### config.mk
export PLATFORM = sky130hd
export DESIGN_NAME = ultrasonic_ranger
export DESIGN_NICKNAME = d
export VERILOG_FILES = /design/src/rtl/ultrasonic_ranger.sv
export SDC_FILE = /design/constraint.sdc
export NUM_CORES = 1
export LEC_CHECK = 0
export BUFFER_PORTS_ARGS = -buffer_cell sky130_fd_sc_hd__buf_4
export CAP_MARGIN = 20
export CORE_ASPECT_RATIO = 0.8
export CORE_UTILIZATION = 55
export DETAILED_ROUTE_END_ITERATION = 6
export GPL_ROUTABILITY_DRIVEN = 0
export PLACE_DENSITY = 0.76
export SLEW_MARGIN = 0
export SYNTH_ARGS = -nofsm -noshare
export SYNTH_HDL_FRONTEND = slang
export SYNTH_SLANG_ARGS = --single-unit
### constraint.sdc
create_clock -name clk -period 2.4 [get_ports clk]
set_input_delay 0.12 -clock clk [delete_from_list [all_inputs] [get_ports clk]]
set_output_delay 0.12 -clock clk [all_outputs]
set_load 0.05 [all_outputs]
### src/rtl/ultrasonic_ranger.sv
// HC-SR04 style ranger: periodic trigger, echo timing, cm conversion.
// Define ULTRASONIC_MEDIAN3_EN to median-filter the last three results.
module ultrasonic_ranger #(
  parameter int CLK_FREQ_MHZ = 50,
  parameter int TRIG_US      = 10,
  parameter int PERIOD_MS    = 60,
  parameter int TIMEOUT_US   = 25000,
  parameter int US_PER_CM    = 58
) (
  input  logic        clk,
  input  logic        rst,
  input  logic        enable,
  input  logic        echo,
  output logic        trig,
  output logic [11:0] dis_data,
  output logic        dis_data_wr,
  output logic        timeout_err,
  output logic        busy
);

  localparam int PERIOD_US = PERIOD_MS * 1000;
  localparam int TW = (CLK_FREQ_MHZ > 1) ? $clog2(CLK_FREQ_MHZ) : 1;
  localparam int SW = $clog2(TIMEOUT_US + 1);
  localparam int PW = $clog2(PERIOD_US + 1);
  localparam int CW = (US_PER_CM > 1) ? $clog2(US_PER_CM) : 1;

  localparam logic [TW-1:0] TICK_LAST = TW'(CLK_FREQ_MHZ - 1);
  localparam logic [SW-1:0] TRIG_LAST = SW'(TRIG_US - 1);
  localparam logic [SW-1:0] TO_LAST   = SW'(TIMEOUT_US - 1);
  localparam logic [PW-1:0] PER_END   = PW'(PERIOD_US);
  localparam logic [PW-1:0] PER_LAST  = PW'(PERIOD_US - 1);
  localparam logic [CW-1:0] CM_LAST   = CW'(US_PER_CM - 1);
  localparam logic [11:0]   CM_MAX    = 12'hFFE;
  localparam logic [11:0]   NO_RANGE  = 12'hFFF;

  typedef enum logic [2:0] {
    IDLE,
    TRIG,
    WAIT_ECHO,
    MEASURE,
    REPORT,
    HOLDOFF
  } state_t;

  state_t state;
  state_t nxt;

  logic [TW-1:0] tick_cnt;
  logic [SW-1:0] st_cnt;
  logic [PW-1:0] per_cnt;
  logic [CW-1:0] sub_cnt;
  logic [11:0]   cm_cnt;
  logic [11:0]   cm_nxt;
  logic [11:0]   res_q;
  logic [11:0]   result_c;
  logic          to_q;
  logic          to_c;
  logic          echo_s1;
  logic          echo_s2;
  logic          echo_d;

  logic tick;
  logic chg;
  logic start;
  logic echo_rise;
  logic echo_fall;
  logic us_timeout;
  logic per_done;
  logic cm_wrap;
  logic enter_report;

  assign tick       = (tick_cnt == TICK_LAST);
  assign chg        = (nxt != state);
  assign start      = (nxt == TRIG) && (state != TRIG);
  assign echo_rise  = echo_s2 & ~echo_d;
  assign echo_fall  = ~echo_s2 & echo_d;
  assign us_timeout = tick && (st_cnt == TO_LAST);
  assign per_done   = (per_cnt == PER_END) ||
                      (tick && (per_cnt == PER_LAST));
  assign cm_wrap    = (state == MEASURE) && tick &&
                      (sub_cnt == CM_LAST);
  // Includes the tick of the cycle in which the fall is seen.
  assign cm_nxt     = (cm_wrap && (cm_cnt != CM_MAX)) ?
                      cm_cnt + 12'd1 : cm_cnt;
  assign enter_report = (nxt == REPORT) && (state != REPORT);

  assign trig = (state == TRIG);
  assign busy = (state != IDLE);

  always_comb begin
    nxt      = state;
    result_c = cm_nxt;
    to_c     = 1'b0;
    unique case (state)
      IDLE: begin
        if (enable) nxt = TRIG;
      end
      TRIG: begin
        if (tick && (st_cnt == TRIG_LAST)) nxt = WAIT_ECHO;
      end
      WAIT_ECHO: begin
        if (echo_rise) begin
          nxt = MEASURE;
        end else if (us_timeout) begin
          nxt      = REPORT;
          result_c = NO_RANGE;
          to_c     = 1'b1;
        end
      end
      MEASURE: begin
        if (echo_fall) begin
          nxt = REPORT;
        end else if (us_timeout) begin
          nxt      = REPORT;
          result_c = NO_RANGE;
          to_c     = 1'b1;
        end
      end
      REPORT: begin
        nxt = HOLDOFF;
      end
      HOLDOFF: begin
        if (per_done) nxt = enable ? TRIG : IDLE;
      end
      default: begin
        nxt = IDLE;
      end
    endcase
  end

  always_ff @(posedge clk) begin
    if (rst) begin
      state    <= IDLE;
      echo_s1  <= 1'b0;
      echo_s2  <= 1'b0;
      echo_d   <= 1'b0;
      tick_cnt <= '0;
      st_cnt   <= '0;
      per_cnt  <= '0;
      sub_cnt  <= '0;
      cm_cnt   <= '0;
      res_q    <= '0;
      to_q     <= 1'b0;
    end else begin
      state   <= nxt;
      echo_s1 <= echo;
      echo_s2 <= echo_s1;
      echo_d  <= echo_s2;
      if (chg || tick) tick_cnt <= '0;
      else tick_cnt <= tick_cnt + 1'b1;
      if (chg) st_cnt <= '0;
      else if (tick) st_cnt <= st_cnt + 1'b1;
      if (start) per_cnt <= '0;
      else if (tick && (per_cnt != PER_END)) per_cnt <= per_cnt + 1'b1;
      if (chg) begin
        sub_cnt <= '0;
        cm_cnt  <= '0;
      end else if ((state == MEASURE) && tick) begin
        sub_cnt <= cm_wrap ? '0 : sub_cnt + 1'b1;
        cm_cnt  <= cm_nxt;
      end
      if (enter_report) begin
        res_q <= result_c;
        to_q  <= to_c;
      end
    end
  end

`ifdef ULTRASONIC_MEDIAN3_EN
  logic [11:0] h0;
  logic [11:0] h1;
  logic [1:0]  hcnt;
  logic [11:0] dis_q;
  logic        wr_q;
  logic        te_q;

  function automatic logic [11:0] med3(
    input logic [11:0] a,
    input logic [11:0] b,
    input logic [11:0] c
  );
    logic [11:0] lo;
    logic [11:0] hi;
    lo = (a < b) ? a : b;
    hi = (a < b) ? b : a;
    if (c < lo) return lo;
    if (c > hi) return hi;
    return c;
  endfunction

  always_ff @(posedge clk) begin
    if (rst) begin
      h0    <= '0;
      h1    <= '0;
      hcnt  <= '0;
      dis_q <= '0;
      wr_q  <= 1'b0;
      te_q  <= 1'b0;
    end else begin
      wr_q <= (state == REPORT);
      te_q <= (state == REPORT) & to_q;
      if (state == REPORT) begin
        dis_q <= (hcnt == 2'd2) ? med3(res_q, h0, h1) : res_q;
        h0    <= res_q;
        h1    <= h0;
        if (hcnt != 2'd2) hcnt <= hcnt + 2'd1;
      end
    end
  end

  assign dis_data    = dis_q;
  assign dis_data_wr = wr_q;
  assign timeout_err = te_q;
`else
  assign dis_data    = res_q;
  assign dis_data_wr = (state == REPORT);
  assign timeout_err = (state == REPORT) & to_q;
`endif

endmodule

==> impl_metrics.env <==
export IMPL_synthesis_instances=403
export IMPL_clk_pin_slew_ns=0.09
export IMPL_grt_first_pass_wirelength_um=14100
export IMPL_worstSetupPathType="reg -> reg"
export IMPL_synth_seq_cells=74
export IMPL_chipWidth_um=92.1
export IMPL_ant_nets=0
export IMPL_final_cell_utilization_of_the_core_pct=75.1
export IMPL_timing_clock_skew_ns=0.0119
export IMPL_max_vdd_ir_drop_mv=0.373
export IMPL_post_synth_num_cell_types=50
export IMPL_synth_top_flop_cell="sky130_fd_sc_hd__dfxtp_1"
export IMPL_timing_final_crit_share_pct=99.6
export IMPL_clock_tree_buffer_depth=2
export IMPL_insertedDiodeCount=0
export IMPL_core_area_um2=6100
export IMPL_clock_latency_reported_for_the_late_side_of_the_worst_skew_pair_ns=0.36
export IMPL_routed_wire_length_um=8990
export IMPL_holdCritPathClass="in -> reg"
export IMPL_synth_top_area_cell="sky130_fd_sc_hd__dfxtp_1"
export IMPL_area_growth_synth_to_final_pct=28.2
export IMPL_cp_data_arrival_time_ns=2.67
export IMPL_routedWlPerCell_um=16.2
export IMPL_grtUsageTotal_pct=26.4
export IMPL_gr_total_overflow=0
export IMPL_postSynthNetCount=417
export IMPL_hold_viol_final=0
export IMPL_first_global_vias=3013
export IMPL_port_buffer_count=19
export IMPL_cts_sinks=74
export IMPL_final_layout_size_suffix_gt1_share_pct=29.1
export IMPL_std_cell_rows=25
export IMPL_multi_input_area_um2=2140
export IMPL_detail_route_vias_per_cell=5.88
export IMPL_worstPathRequired_ns=2.68
export IMPL_post_route_drc_count=0
export IMPL_post_synth_top_count_cell="sky130_fd_sc_hd__dfxtp_1"
export IMPL_die_area_um2=6830
export IMPL_final_max_slew_violation_count=0
export IMPL_slew_at_the_pin_with_the_worst_max_slew_slack_ns=0.772
export IMPL_hpwl_um=5610
export IMPL_period_minus_slack_ns=2.39
export IMPL_tritoncts="yes"
export IMPL_power_density_nw_per_um2=534
export IMPL_top_post_synthesis_cells_by_area="sky130_fd_sc_hd__dfxtp_1 41%, sky130_fd_sc_hd__xnor2_1 5.9%, sky130_fd_sc_hd__nor3_1 5.7%"
export IMPL_die_height_um=74.1
export IMPL_syn_avg_cell_area_um2=8.87
export IMPL_cp_capture_type="register"
export IMPL_grt_antenna_before_repair=0
export IMPL_cts_buffers=9
export IMPL_top_level_ports=20
export IMPL_status="finished, final reports clean"
export IMPL_yosysSeqAreaShare_pct=41.5
export IMPL_slew_headroom_pct=48.1
export IMPL_route_vias_total=3262
export IMPL_fillCellCount=404
export IMPL_timing_hold_worst_path_depth=2
export IMPL_finish_net_count=483
export IMPL_rsz0062_at_grt="true"
export IMPL_firstDrtPassIters=5
export IMPL_regArea_um2=1480
export IMPL_reg2reg_depth=6
export IMPL_initial_standard_cell_utilization_of_the_core_pct=58.6
export IMPL_h_tree_depth=3
export IMPL_synth_area_um2=3570
export IMPL_postSynth_asyncResetShare_pct=0
export IMPL_clockRootBuffer="sky130_fd_sc_hd__clkbuf_8"
export IMPL_number_of_setup_violations_in_the_final_report=0
export IMPL_fin_total_pwr_uw=2440
export IMPL_largest_net_degree_at_the_start_of_global_routing=40
export IMPL_max_cap_viol_count=0
export IMPL_drt_initial_drc_count=225
export IMPL_yosysWarningCount=0
export IMPL_setup_worst_path_start_class="register"
export IMPL_synth_top_area_share_pct=41.5
export IMPL_synth_top_cells_by_count="74 x sky130_fd_sc_hd__dfxtp_1, 41 x sky130_fd_sc_hd__nor3_1, 33 x sky130_fd_sc_hd__nor2_1"
export IMPL_power_leakage_uw=0.00164
export IMPL_synth_edff_count=0
export IMPL_critPathMaxFanout=7
export IMPL_fmax_mhz=418
through the flow:
| step | setup TNS, ns | setup WS, ns | hold WS [ns] | std cells | instance area [um^2] |
|---|---|---|---|---|---|
| finish | 0 | 0.00856 | 0.124 | 555 | 4580 |
| detailed placement | -4.25 | -0.139 | 0.351 | 533 | 4110 |
| global route | -0.244 | -0.0476 | 0.114 | 555 | 4580 |
| global placement | -1.88 | -0.0765 | 0.342 | 533 | 4110 |
| floorplan | 0 | 0.0350 | 0.248 | 403 | 3580 |
| CTS | 0 | 0.00925 | 0.104 | 554 | 4450 |
layout by cell type (no fill, tap or decap), types with 3 or more instances in the layout:
master	netlist	layout
sky130_fd_sc_hd__buf_4	1	67
sky130_fd_sc_hd__a221oi_2	6	10
sky130_fd_sc_hd__nand4_1	11	11
sky130_fd_sc_hd__nor3_1	41	38
sky130_fd_sc_hd__nand2_1	28	27
sky130_fd_sc_hd__a211oi_1	5	4
sky130_fd_sc_hd__xnor2_2	0	3
sky130_fd_sc_hd__and2b_2	3	3
sky130_fd_sc_hd__nor2_1	33	31
sky130_fd_sc_hd__nor4_1	14	9
sky130_fd_sc_hd__a21oi_1	8	8
sky130_fd_sc_hd__and3_1	5	5
sky130_fd_sc_hd__inv_1	23	22
sky130_fd_sc_hd__xor2_1	22	22
sky130_fd_sc_hd__nor4_2	0	3
sky130_fd_sc_hd__clkbuf_8	1	9
sky130_fd_sc_hd__xnor2_1	24	21
sky130_fd_sc_hd__dfxtp_1	74	72
sky130_fd_sc_hd__nor3b_1	5	5
sky130_fd_sc_hd__and4_1	3	3
sky130_fd_sc_hd__or4_4	2	3
sky130_fd_sc_hd__nand3_1	23	23
sky130_fd_sc_hd__ha_1	10	9
sky130_fd_sc_hd__inv_6	0	5
sky130_fd_sc_hd__nor2b_1	6	6
worst max-delay path, cell delays in order (launching register included):
cell and delay (ns):
sky130_fd_sc_hd__dfxtp_1 0.31, sky130_fd_sc_hd__or4_4 0.56, sky130_fd_sc_hd__or4_4 0.45, sky130_fd_sc_hd__or4_4 0.44, sky130_fd_sc_hd__nand2_4 0.12, sky130_fd_sc_hd__o21ai_4 0.13, sky130_fd_sc_hd__a221oi_2 0.29
path summary, 6_finish.rpt:
kind                                              from                       end  slack, ns
worst max register to register  st_cnt[6]$_SDFFE_PP0P_  dis_data[4]$_SDFFE_PP0P_      0.009
worst max-delay path            st_cnt[6]$_SDFFE_PP0P_  dis_data[4]$_SDFFE_PP0P_      0.009
worst min register to register      echo_s1$_SDFF_PP0_        echo_s2$_SDFF_PP0_       0.46
worst min-delay path                               rst         echo_d$_SDFF_PP0_       0.12
flip-flops by register name, summed over array words and instances, names as in the netlist:
signal and count:
echo_d 1, dis_data 12, per_cnt 16, cm_cnt 12, st_cnt 15, tick_cnt 6, sub_cnt 6, echo_s1 1
to_q 1, echo_s2 1, state 3
per-layer routing:
layer	share of wire, %	global-route usage, %
met2	47	44.5
met5	0	0
met1	46	33.4
met4	1.5	7.81
met3	5.6	7.57
repair_timing:
action,CTS,global route
pin swaps,2,7
resized for setup,16,26
endpoints found under the hold margin,1,0
hold buffers,1,0
cloned,2,0
buffers inserted,2,1
setup endpoints to repair,51,48
power breakdown:
part | total (uW) | internal, uW | leakage, uW | switching (uW)
combinational | 182 | 73.0 | 0.000944 | 109
clock | 1020 | 498 | 0.000102 | 525
sequential | 1240 | 1230 | 0.000598 | 5.73
layout make-up:
| type | count | share of cell area (%) |
|---|---|---|
| clock buffers | 9 | 2.70 |
| clock inverters | 7 | 1.78 |
| inverters | 23 | 1.88 |
| multi-input cells | 290 | 46.7 |
| flip-flops and latches | 74 | 32.4 |
| well taps | 81 | 2.21 |
| repair buffers | 71 | 12.3 |
cells by family (layout without fill, tap and decap cells):
family / count (synthesis) / in the layout / synth area share [%]
adder cells (fa/ha/maj): 10 / 10 / 3.50
XOR/XNOR: 46 / 46 / 11.3
AO/OA/AOI/OAI: 38 / 39 / 8.93
buffers and inverters: 41 / 110 / 5.39
flip-flops: 74 / 74 / 41.5
multiplexers: 1 / 2 / 0.280
AND/OR/NAND/NOR: 193 / 193 / 29.2
No activity file was read; power rests on OpenSTA's default activity.
